==> config.mk <==
export PLATFORM = sky130hd
export DESIGN_NAME = avalon_fast_serial_cmd_master
export DESIGN_NICKNAME = d
export VERILOG_FILES = /design/src/rtl/avalon_fast_serial_cmd_pkg.sv /design/src/rtl/avalon_fast_serial_resp_tx.sv /design/src/rtl/avalon_fast_serial_cmd_master.sv
export SDC_FILE = /design/constraint.sdc
export NUM_CORES = 1
export LEC_CHECK = 0
export ABC_CLOCK_PERIOD_IN_PS = 6370
export CORE_MARGIN = 2
export CORE_UTILIZATION = 58
export DETAILED_ROUTE_END_ITERATION = 8
export GPL_TIMING_DRIVEN = 0
export HOLD_SLACK_MARGIN = 0.06
export PLACE_DENSITY = 0.88
export SLEW_MARGIN = 20
export SYNTH_ARGS = -nofsm -noshare
export SYNTH_HDL_FRONTEND = slang
export SYNTH_SLANG_ARGS = --single-unit
==> constraint.sdc <==
create_clock -name clk -period 6.37 [get_ports clk]
set_input_delay 0.9555 -clock clk [delete_from_list [all_inputs] [get_ports clk]]
set_output_delay 0.9555 -clock clk [all_outputs]
set_load 0.05 [all_outputs]
==> src/rtl/avalon_fast_serial_cmd_pkg.sv <==
`default_nettype none
// +--------------------------------------------------------------------+
// | Module   : avalon_fast_serial_cmd_pkg                              |
// | Brief    : Opcodes, response codes and parser states for the       |
// |            fast-serial command master.                             |
// | Revision : 1.0  initial release                                    |
// +--------------------------------------------------------------------+
package avalon_fast_serial_cmd_pkg;

  localparam logic [7:0] OP_WRITE = 8'h01;
  localparam logic [7:0] OP_READ  = 8'h02;

  localparam logic [7:0] RSP_WR   = 8'hA1;
  localparam logic [7:0] RSP_RD   = 8'hA2;
  localparam logic [7:0] RSP_ERR  = 8'hEE;

  // Longest response: status byte plus one 32-bit data word.
  localparam int RSP_W = 40;

  typedef enum logic [3:0] {
    S_IDLE    = 4'd0,
    S_ADDR_HI = 4'd1,
    S_ADDR_LO = 4'd2,
    S_BE      = 4'd3,
    S_DATA    = 4'd4,
    S_BUS_WR  = 4'd5,
    S_BUS_RD  = 4'd6,
    S_RD_WAIT = 4'd7,
    S_RESP    = 4'd8
  } state_t;

endpackage
`default_nettype wire

==> src/rtl/avalon_fast_serial_resp_tx.sv <==
`default_nettype none
// +--------------------------------------------------------------------+
// | Module   : avalon_fast_serial_resp_tx                              |
// | Brief    : Load-and-shift response sender, up to 5 bytes MSB       |
// |            first, valid/ready handshake on the byte side.          |
// | Revision : 1.0  initial release                                    |
// +--------------------------------------------------------------------+
import avalon_fast_serial_cmd_pkg::*;

module avalon_fast_serial_resp_tx (
  input  logic             clk,
  input  logic             rst,
  input  logic             load_i,
  input  logic [RSP_W-1:0] bytes_i,
  input  logic [2:0]       len_i,
  output logic [7:0]       tx_data_o,
  output logic             tx_valid_o,
  input  logic             tx_ready_i,
  output logic             done_o
);

  logic [RSP_W-1:0] shift_q;
  logic [2:0]       cnt_q;
  logic             valid_q;

  // Current byte always sits in the top lane of the shift register.
  assign tx_data_o  = shift_q[RSP_W-1 -: 8];
  assign tx_valid_o = valid_q;
  assign done_o     = valid_q & tx_ready_i & (cnt_q == 3'd1);

  // Load a whole response, then shift one byte out per accepted handshake.
  always_ff @(posedge clk or posedge rst) begin
    if (rst) begin
      shift_q <= '0;
      cnt_q   <= '0;
      valid_q <= 1'b0;
    end else if (load_i) begin
      shift_q <= bytes_i;
      cnt_q   <= len_i;
      valid_q <= 1'b1;
    end else if (valid_q && tx_ready_i) begin
      if (cnt_q == 3'd1) begin
        valid_q <= 1'b0;
      end else begin
        shift_q <= {shift_q[RSP_W-9:0], 8'h00};
        cnt_q   <= cnt_q - 3'd1;
      end
    end
  end

endmodule
`default_nettype wire

==> src/rtl/avalon_fast_serial_cmd_master.sv <==
`default_nettype none
// +--------------------------------------------------------------------+
// | Module   : avalon_fast_serial_cmd_master                           |
// | Brief    : Byte-stream command parser driving single-word Avalon-MM|
// |            reads/writes, with a byte-stream response.              |
// | Revision : 1.0  initial release                                    |
// +--------------------------------------------------------------------+
import avalon_fast_serial_cmd_pkg::*;

module avalon_fast_serial_cmd_master #(
  parameter int ADDR_W         = 10,
  parameter int READ_LATENCY   = 1,
  parameter int TIMEOUT_CYCLES = 65535
) (
  input  logic              clk,
  input  logic              reset,
  input  logic [7:0]        rx_data,
  input  logic              rx_valid,
  output logic              rx_ready,
  output logic [7:0]        tx_data,
  output logic              tx_valid,
  input  logic              tx_ready,
  output logic [ADDR_W-1:0] avm_address,
  output logic [3:0]        avm_byteenable,
  output logic              avm_chipselect,
  output logic              avm_read,
  output logic              avm_write,
  output logic [31:0]       avm_writedata,
  output logic              avm_debugaccess,
  input  logic [31:0]       avm_readdata,
  input  logic              avm_waitrequest
);

  localparam bit          TO_EN   = (TIMEOUT_CYCLES != 0);
  localparam logic [31:0] TO_LAST = 32'(TIMEOUT_CYCLES - 1);

  state_t      state_q, state_d;
  logic        is_rd_q, is_rd_d;
  logic [15:0] addr_q, addr_d;
  logic [3:0]  be_q, be_d;
  logic [31:0] wdata_q, wdata_d;
  logic [1:0]  bcnt_q, bcnt_d;
  logic [2:0]  lat_q, lat_d;
  logic [31:0] to_q, to_d;
  logic        rd_q, rd_d;
  logic        wr_q, wr_d;
  logic        cs_q;
  logic        rx_ready_q, rx_ready_d;

  logic             rsp_load;
  logic [RSP_W-1:0] rsp_bytes;
  logic [2:0]       rsp_len;
  logic             rsp_done;
  logic             rx_fire;
  logic             unused_addr_hi;

  assign rx_fire        = rx_valid & rx_ready_q;
  // Upper address bits beyond ADDR_W are received but deliberately dropped.
  assign unused_addr_hi = ^addr_q;

  assign rx_ready        = rx_ready_q;
  assign avm_address     = addr_q[ADDR_W-1:0];
  assign avm_byteenable  = be_q;
  assign avm_writedata   = wdata_q;
  assign avm_chipselect  = cs_q;
  assign avm_read        = rd_q;
  assign avm_write       = wr_q;
  assign avm_debugaccess = wr_q;

  // Parser, bus control and timeout: next-state and response loading.
  always_comb begin
    state_d   = state_q;
    is_rd_d   = is_rd_q;
    addr_d    = addr_q;
    be_d      = be_q;
    wdata_d   = wdata_q;
    bcnt_d    = bcnt_q;
    lat_d     = lat_q;
    to_d      = to_q;
    rd_d      = rd_q;
    wr_d      = wr_q;
    rsp_load  = 1'b0;
    rsp_bytes = {RSP_ERR, 32'h0};
    rsp_len   = 3'd1;
    case (state_q)
      S_IDLE: begin
        to_d = '0;
        if (rx_fire) begin
          if (rx_data == OP_WRITE) begin
            is_rd_d = 1'b0;
            state_d = S_ADDR_HI;
          end else if (rx_data == OP_READ) begin
            is_rd_d = 1'b1;
            state_d = S_ADDR_HI;
          end else begin
            rsp_load = 1'b1;
            state_d  = S_RESP;
          end
        end
      end
      S_ADDR_HI, S_ADDR_LO, S_BE, S_DATA: begin
        // A byte arriving on the expiry cycle takes priority over the abort.
        if (rx_fire) begin
          to_d = '0;
          if (state_q == S_ADDR_HI) begin
            addr_d[15:8] = rx_data;
            state_d      = S_ADDR_LO;
          end else if (state_q == S_ADDR_LO) begin
            addr_d[7:0] = rx_data;
            if (is_rd_q) begin
              be_d    = 4'hF;
              rd_d    = 1'b1;
              state_d = S_BUS_RD;
            end else begin
              state_d = S_BE;
            end
          end else if (state_q == S_BE) begin
            be_d    = rx_data[3:0];
            bcnt_d  = 2'd0;
            state_d = S_DATA;
          end else begin
            wdata_d = {wdata_q[23:0], rx_data};
            bcnt_d  = bcnt_q + 2'd1;
            if (bcnt_q == 2'd3) begin
              wr_d    = 1'b1;
              state_d = S_BUS_WR;
            end
          end
        end else if (TO_EN && (to_q == TO_LAST)) begin
          to_d     = '0;
          rsp_load = 1'b1;
          state_d  = S_RESP;
        end else begin
          to_d = to_q + 32'd1;
        end
      end
      S_BUS_WR: begin
        if (!avm_waitrequest) begin
          wr_d      = 1'b0;
          rsp_load  = 1'b1;
          rsp_bytes = {RSP_WR, 32'h0};
          state_d   = S_RESP;
        end
      end
      S_BUS_RD: begin
        if (!avm_waitrequest) begin
          rd_d    = 1'b0;
          lat_d   = 3'(READ_LATENCY - 1);
          state_d = S_RD_WAIT;
        end
      end
      S_RD_WAIT: begin
        if (lat_q == 3'd0) begin
          rsp_load  = 1'b1;
          rsp_bytes = {RSP_RD, avm_readdata};
          rsp_len   = 3'd5;
          state_d   = S_RESP;
        end else begin
          lat_d = lat_q - 3'd1;
        end
      end
      S_RESP: begin
        if (rsp_done) state_d = S_IDLE;
      end
      default: state_d = S_IDLE;
    endcase
  end

  // rx_ready is registered from the state we are about to enter.
  always_comb begin
    rx_ready_d = 1'b0;
    case (state_d)
      S_IDLE, S_ADDR_HI, S_ADDR_LO, S_BE, S_DATA: rx_ready_d = 1'b1;
      default:                                    rx_ready_d = 1'b0;
    endcase
  end

  // State and datapath registers; reset aborts any command in flight.
  always_ff @(posedge clk or posedge reset) begin
    if (reset) begin
      state_q    <= S_IDLE;
      is_rd_q    <= 1'b0;
      addr_q     <= '0;
      be_q       <= '0;
      wdata_q    <= '0;
      bcnt_q     <= '0;
      lat_q      <= '0;
      to_q       <= '0;
      rd_q       <= 1'b0;
      wr_q       <= 1'b0;
      cs_q       <= 1'b0;
      rx_ready_q <= 1'b0;
    end else begin
      state_q    <= state_d;
      is_rd_q    <= is_rd_d;
      addr_q     <= addr_d;
      be_q       <= be_d;
      wdata_q    <= wdata_d;
      bcnt_q     <= bcnt_d;
      lat_q      <= lat_d;
      to_q       <= to_d;
      rd_q       <= rd_d;
      wr_q       <= wr_d;
      cs_q       <= rd_d | wr_d;
      rx_ready_q <= rx_ready_d;
    end
  end

  avalon_fast_serial_resp_tx u_resp_tx (
    .clk        (clk),
    .rst        (reset),
    .load_i     (rsp_load),
    .bytes_i    (rsp_bytes),
    .len_i      (rsp_len),
    .tx_data_o  (tx_data),
    .tx_valid_o (tx_valid),
    .tx_ready_i (tx_ready),
    .done_o     (rsp_done)
  );

endmodule
`default_nettype wire

==> metrics.csv <==
metric,value,unit
clock slew at reported path FFs,0.06,ns
P_int,2.191,mW
final WL,17.14,mm
Slew Limit Headroom,0.5648,
Final Max Slew Viols,0,
R2R setup slack,3.63,ns
"Hold Vio Cnt, Final",0,
drt first-iter violations,480,
VDD IR max,0.0002133,V
GR met2 Demand/Resource,0.5036,
"area leader, netlist",dfrtp_1,
Via density,6.008,
Post-synth EDFFs,0,
Crit. End Element,flop,
clock latency on the worst-skew pair,0.55,ns
Min-Delay Path Depth,2,
reg2reg start,to_q[0],
Die X-Extent,108.3,um
"commonest cells after routing, fill and taps aside","156 x nand2_1, 136 x dfrtp_1, 104 x clkdlybuf4s50_1, 39 x nor2_1, 39 x o21ai_0",
maximum fanout along the worst path,5,
DPL Wire Length,10.93,mm
TritonCTS Buffers,17,
root buffer cell,clkbuf_8,
register area share after synthesis,0.5393,
data arrival time of the worst path,3.55,ns
top cell type's share of synthesized area,0.5393,
Num Clock Sinks,136,
Worst Hold Class,reg -> reg,
CP startpoint,rx_data[3],
Setup TNS Final,0,ns
CP Data Required Time,6.82,ns
post-placement cell count,882,
Highest Clock Rate,0.3227,GHz
outcome,"finished, final reports clean",
Main synth FF type,dfrtp_1,
antenna violations before repair,0,
post-cts sizing count,0,
async set or reset register ratio after synthesis,1.000,
Congestion Overflow GR,0,
Pre-Repair DR Iteration Count,5,
#FFs+latches synth,136,
H-tree depth reported by CTS,4,
Total Power,3.388,mW
P&R area growth vs syn,30.33,%
setup skew after layout,0.01224,ns
GR Util met3,0.08017,
Crit Path Category,in -> reg,
# diodes,0,
Worst R2R Path Depth,9,
gpl congestion,0.9384,
Worst-Margin Slew,0.6474,ns
Avg WL per Cell,18.75,um
RSZ-0062 raised after global routing,no,
Synth cell types,56,
IO Port Bufs,104,
largest net degree at the start of global routing,82,
Total GRT Usage,0.3054,
Routed Antenna Nets,0,
CTS Buffer Depth,2,
Max-Cap Viols,0,
switching power,1.197,mW
Comb pwr share,0.320,
fin cells,914,
Nets,813,
YS warnings,0,
minimum period implied by the final worst setup slack,3.099,ns
Worst R2R End,to_q[8],
"most common cell after layout, fill and taps aside",nand2_1,
post-synth net total,689,
Clk pwr share,0.327,
FILL cells,655,
die height,108.3,um
Synth Area per Inst,9.907,um2
die area,11730,um2
DRC Markers,0,
final worst-path cycle share,0.4865,
PD cells,411.9,nW/um2
leakage power,3.759,nW
worst hold endpoint,avm_writedata[29],
final setup fails,0,
first-pass GRT wire length,27.43,mm
Min-Delay Startpoint,avm_writedata[29],
CP startpoint kind,primary input,
Initial Util,0.5873,
sequential fraction of design power,0.353,
core area,10750,um2
Std-Cell Rows,38,
Netlist Area Pre-Place,6311,um2
postcts setup bufs,0,
cts hold-fix bufs,0,
Vias,5491,
largest cells by area after synthesis,"dfrtp_1 54%, nand2_1 9.3%, a2bb2oi_1 3.5%",
# IOs,105,
Gate Count Post-Synth,637,
switching share of power,0.3533,
met1 Usage GRT,0.3685,
CTS tree,done,
share of cells above drive strength 1,0.1008,
vias in the first global route,5608,
GRT Max-Usage Layer,met2,
## per-stage QoR
| stage | util | hold slack [ns] | area (um2) | setup WS, ns |
|---|---|---|---|---|
| final | 0.7655 | 0.4772 | 8225 | 3.271 |
| after global routing | 0.7655 | 0.5140 | 8225 | 3.203 |
| after CTS | 0.7655 | 0.4772 | 8225 | 3.335 |
| after detailed placement | 0.7038 | 0.4624 | 7562 | 2.881 |
| after global placement | 0.7005 | 0.4582 | 7527 | 0.2141 |
| after floorplan | - | 0.4510 | 6311 | 1.775 |
## worst max-delay path, stage by stage
cell and delay [ns]:
clkdlybuf4s50_1 0.50, or4_1 0.59, o41a_1 0.46, a21oi_1 0.51, nand3b_1 0.25, o21ai_0 0.27
## power by group through the flow
stage	Combinational [mW]	Sequential, mW	Clock, mW
2_1_floorplan	0.495	1.40	0
3_3_place_gp	1.03	1.18	0
3_5_place_dp	1.06	1.19	0
4_1_cts	1.08	1.19	1.11
5_1_grt	1.14	1.21	1.15
6_report	1.08	1.20	1.11
## cell families (layout without fill, tap and decap cells)
kind of cell / Yosys count / in the layout / synth area share
flops: 136 / 136 / 0.5393
buf+inv: 50 / 187 / 0.03886
xor+xnor: 28 / 28 / 0.03886
fa+ha+maj: 7 / 7 / 0.01388
compound gates: 113 / 113 / 0.1273
mux: 16 / 16 / 0.02736
simple gates: 287 / 287 / 0.2145
## final cells by class
cell class | count | area, um2 | area share
repair buffers | 105 | 1069 | 0.1299
multi-input cells | 451 | 2663 | 0.3237
flip-flops and latches | 136 | 3403 | 0.4138
clock buffers | 17 | 414.1 | 0.05035
clock inverters | 15 | 249.0 | 0.03027
inverters | 11 | 48.80 | 0.005932
plain buffers | 39 | 203.9 | 0.02479
well taps | 140 | 175.2 | 0.02130
## per-layer routing
layer | share of wire | vias up
met5 | 0 | -
li1 | - | 2449
met3 | 0.072 | 78
met2 | 0.50 | 270
met4 | 0.043 | 0
met1 | 0.38 | 2694
## how the worst max path moves through the flow
| stage | end | slack (ns) | cells past startpoint |
|---|---|---|---|
| floorplan | addr_q[0] | 1.78 | 1 |
| global placement | avm_writedata[28] | 0.21 | 2 |
| detailed placement | u_resp_tx.shift_q[11] | 2.88 | 7 |
| CTS | u_resp_tx.shift_q[32] | 3.34 | 6 |
| global route | u_resp_tx.shift_q[32] | 3.20 | 6 |
| finish | u_resp_tx.shift_q[32] | 3.27 | 6 |
## synth_stat cells (4+ instances only)
library cell	instances
a21oi_1	8
nand3b_1	4
nand2_1	156
nor2_1	39
mux2i_1	6
o211ai_1	4
nand3_1	15
and2_1	7
buf_2	7
nor3_1	4
nand4_1	13
and4_1	6
o21ai_0	39
mux2_2	10
xnor2_1	8
a22o_1	11
clkbuf_1	19
buf_4	13
xor2_1	20
ha_1	7
dfrtp_1	136
o21a_1	5
o22a_1	5
nand2b_1	7
nor3b_1	4
inv_1	11
and3_1	9
a2bb2oi_1	25
nor2b_1	4
## sequential cells by signal (all words and copies together) (netlist names), 3 cells and up
| name | count |
|---|---|
| avm_byteenable | 4 |
| addr_q | 10 |
| to_q | 32 |
| avm_writedata | 32 |
| u_resp_tx.cnt_q | 3 |
| u_resp_tx.shift_q | 40 |
| state_q | 4 |
| lat_q | 3 |
Note: power is estimated with default switching activity, not from simulation.
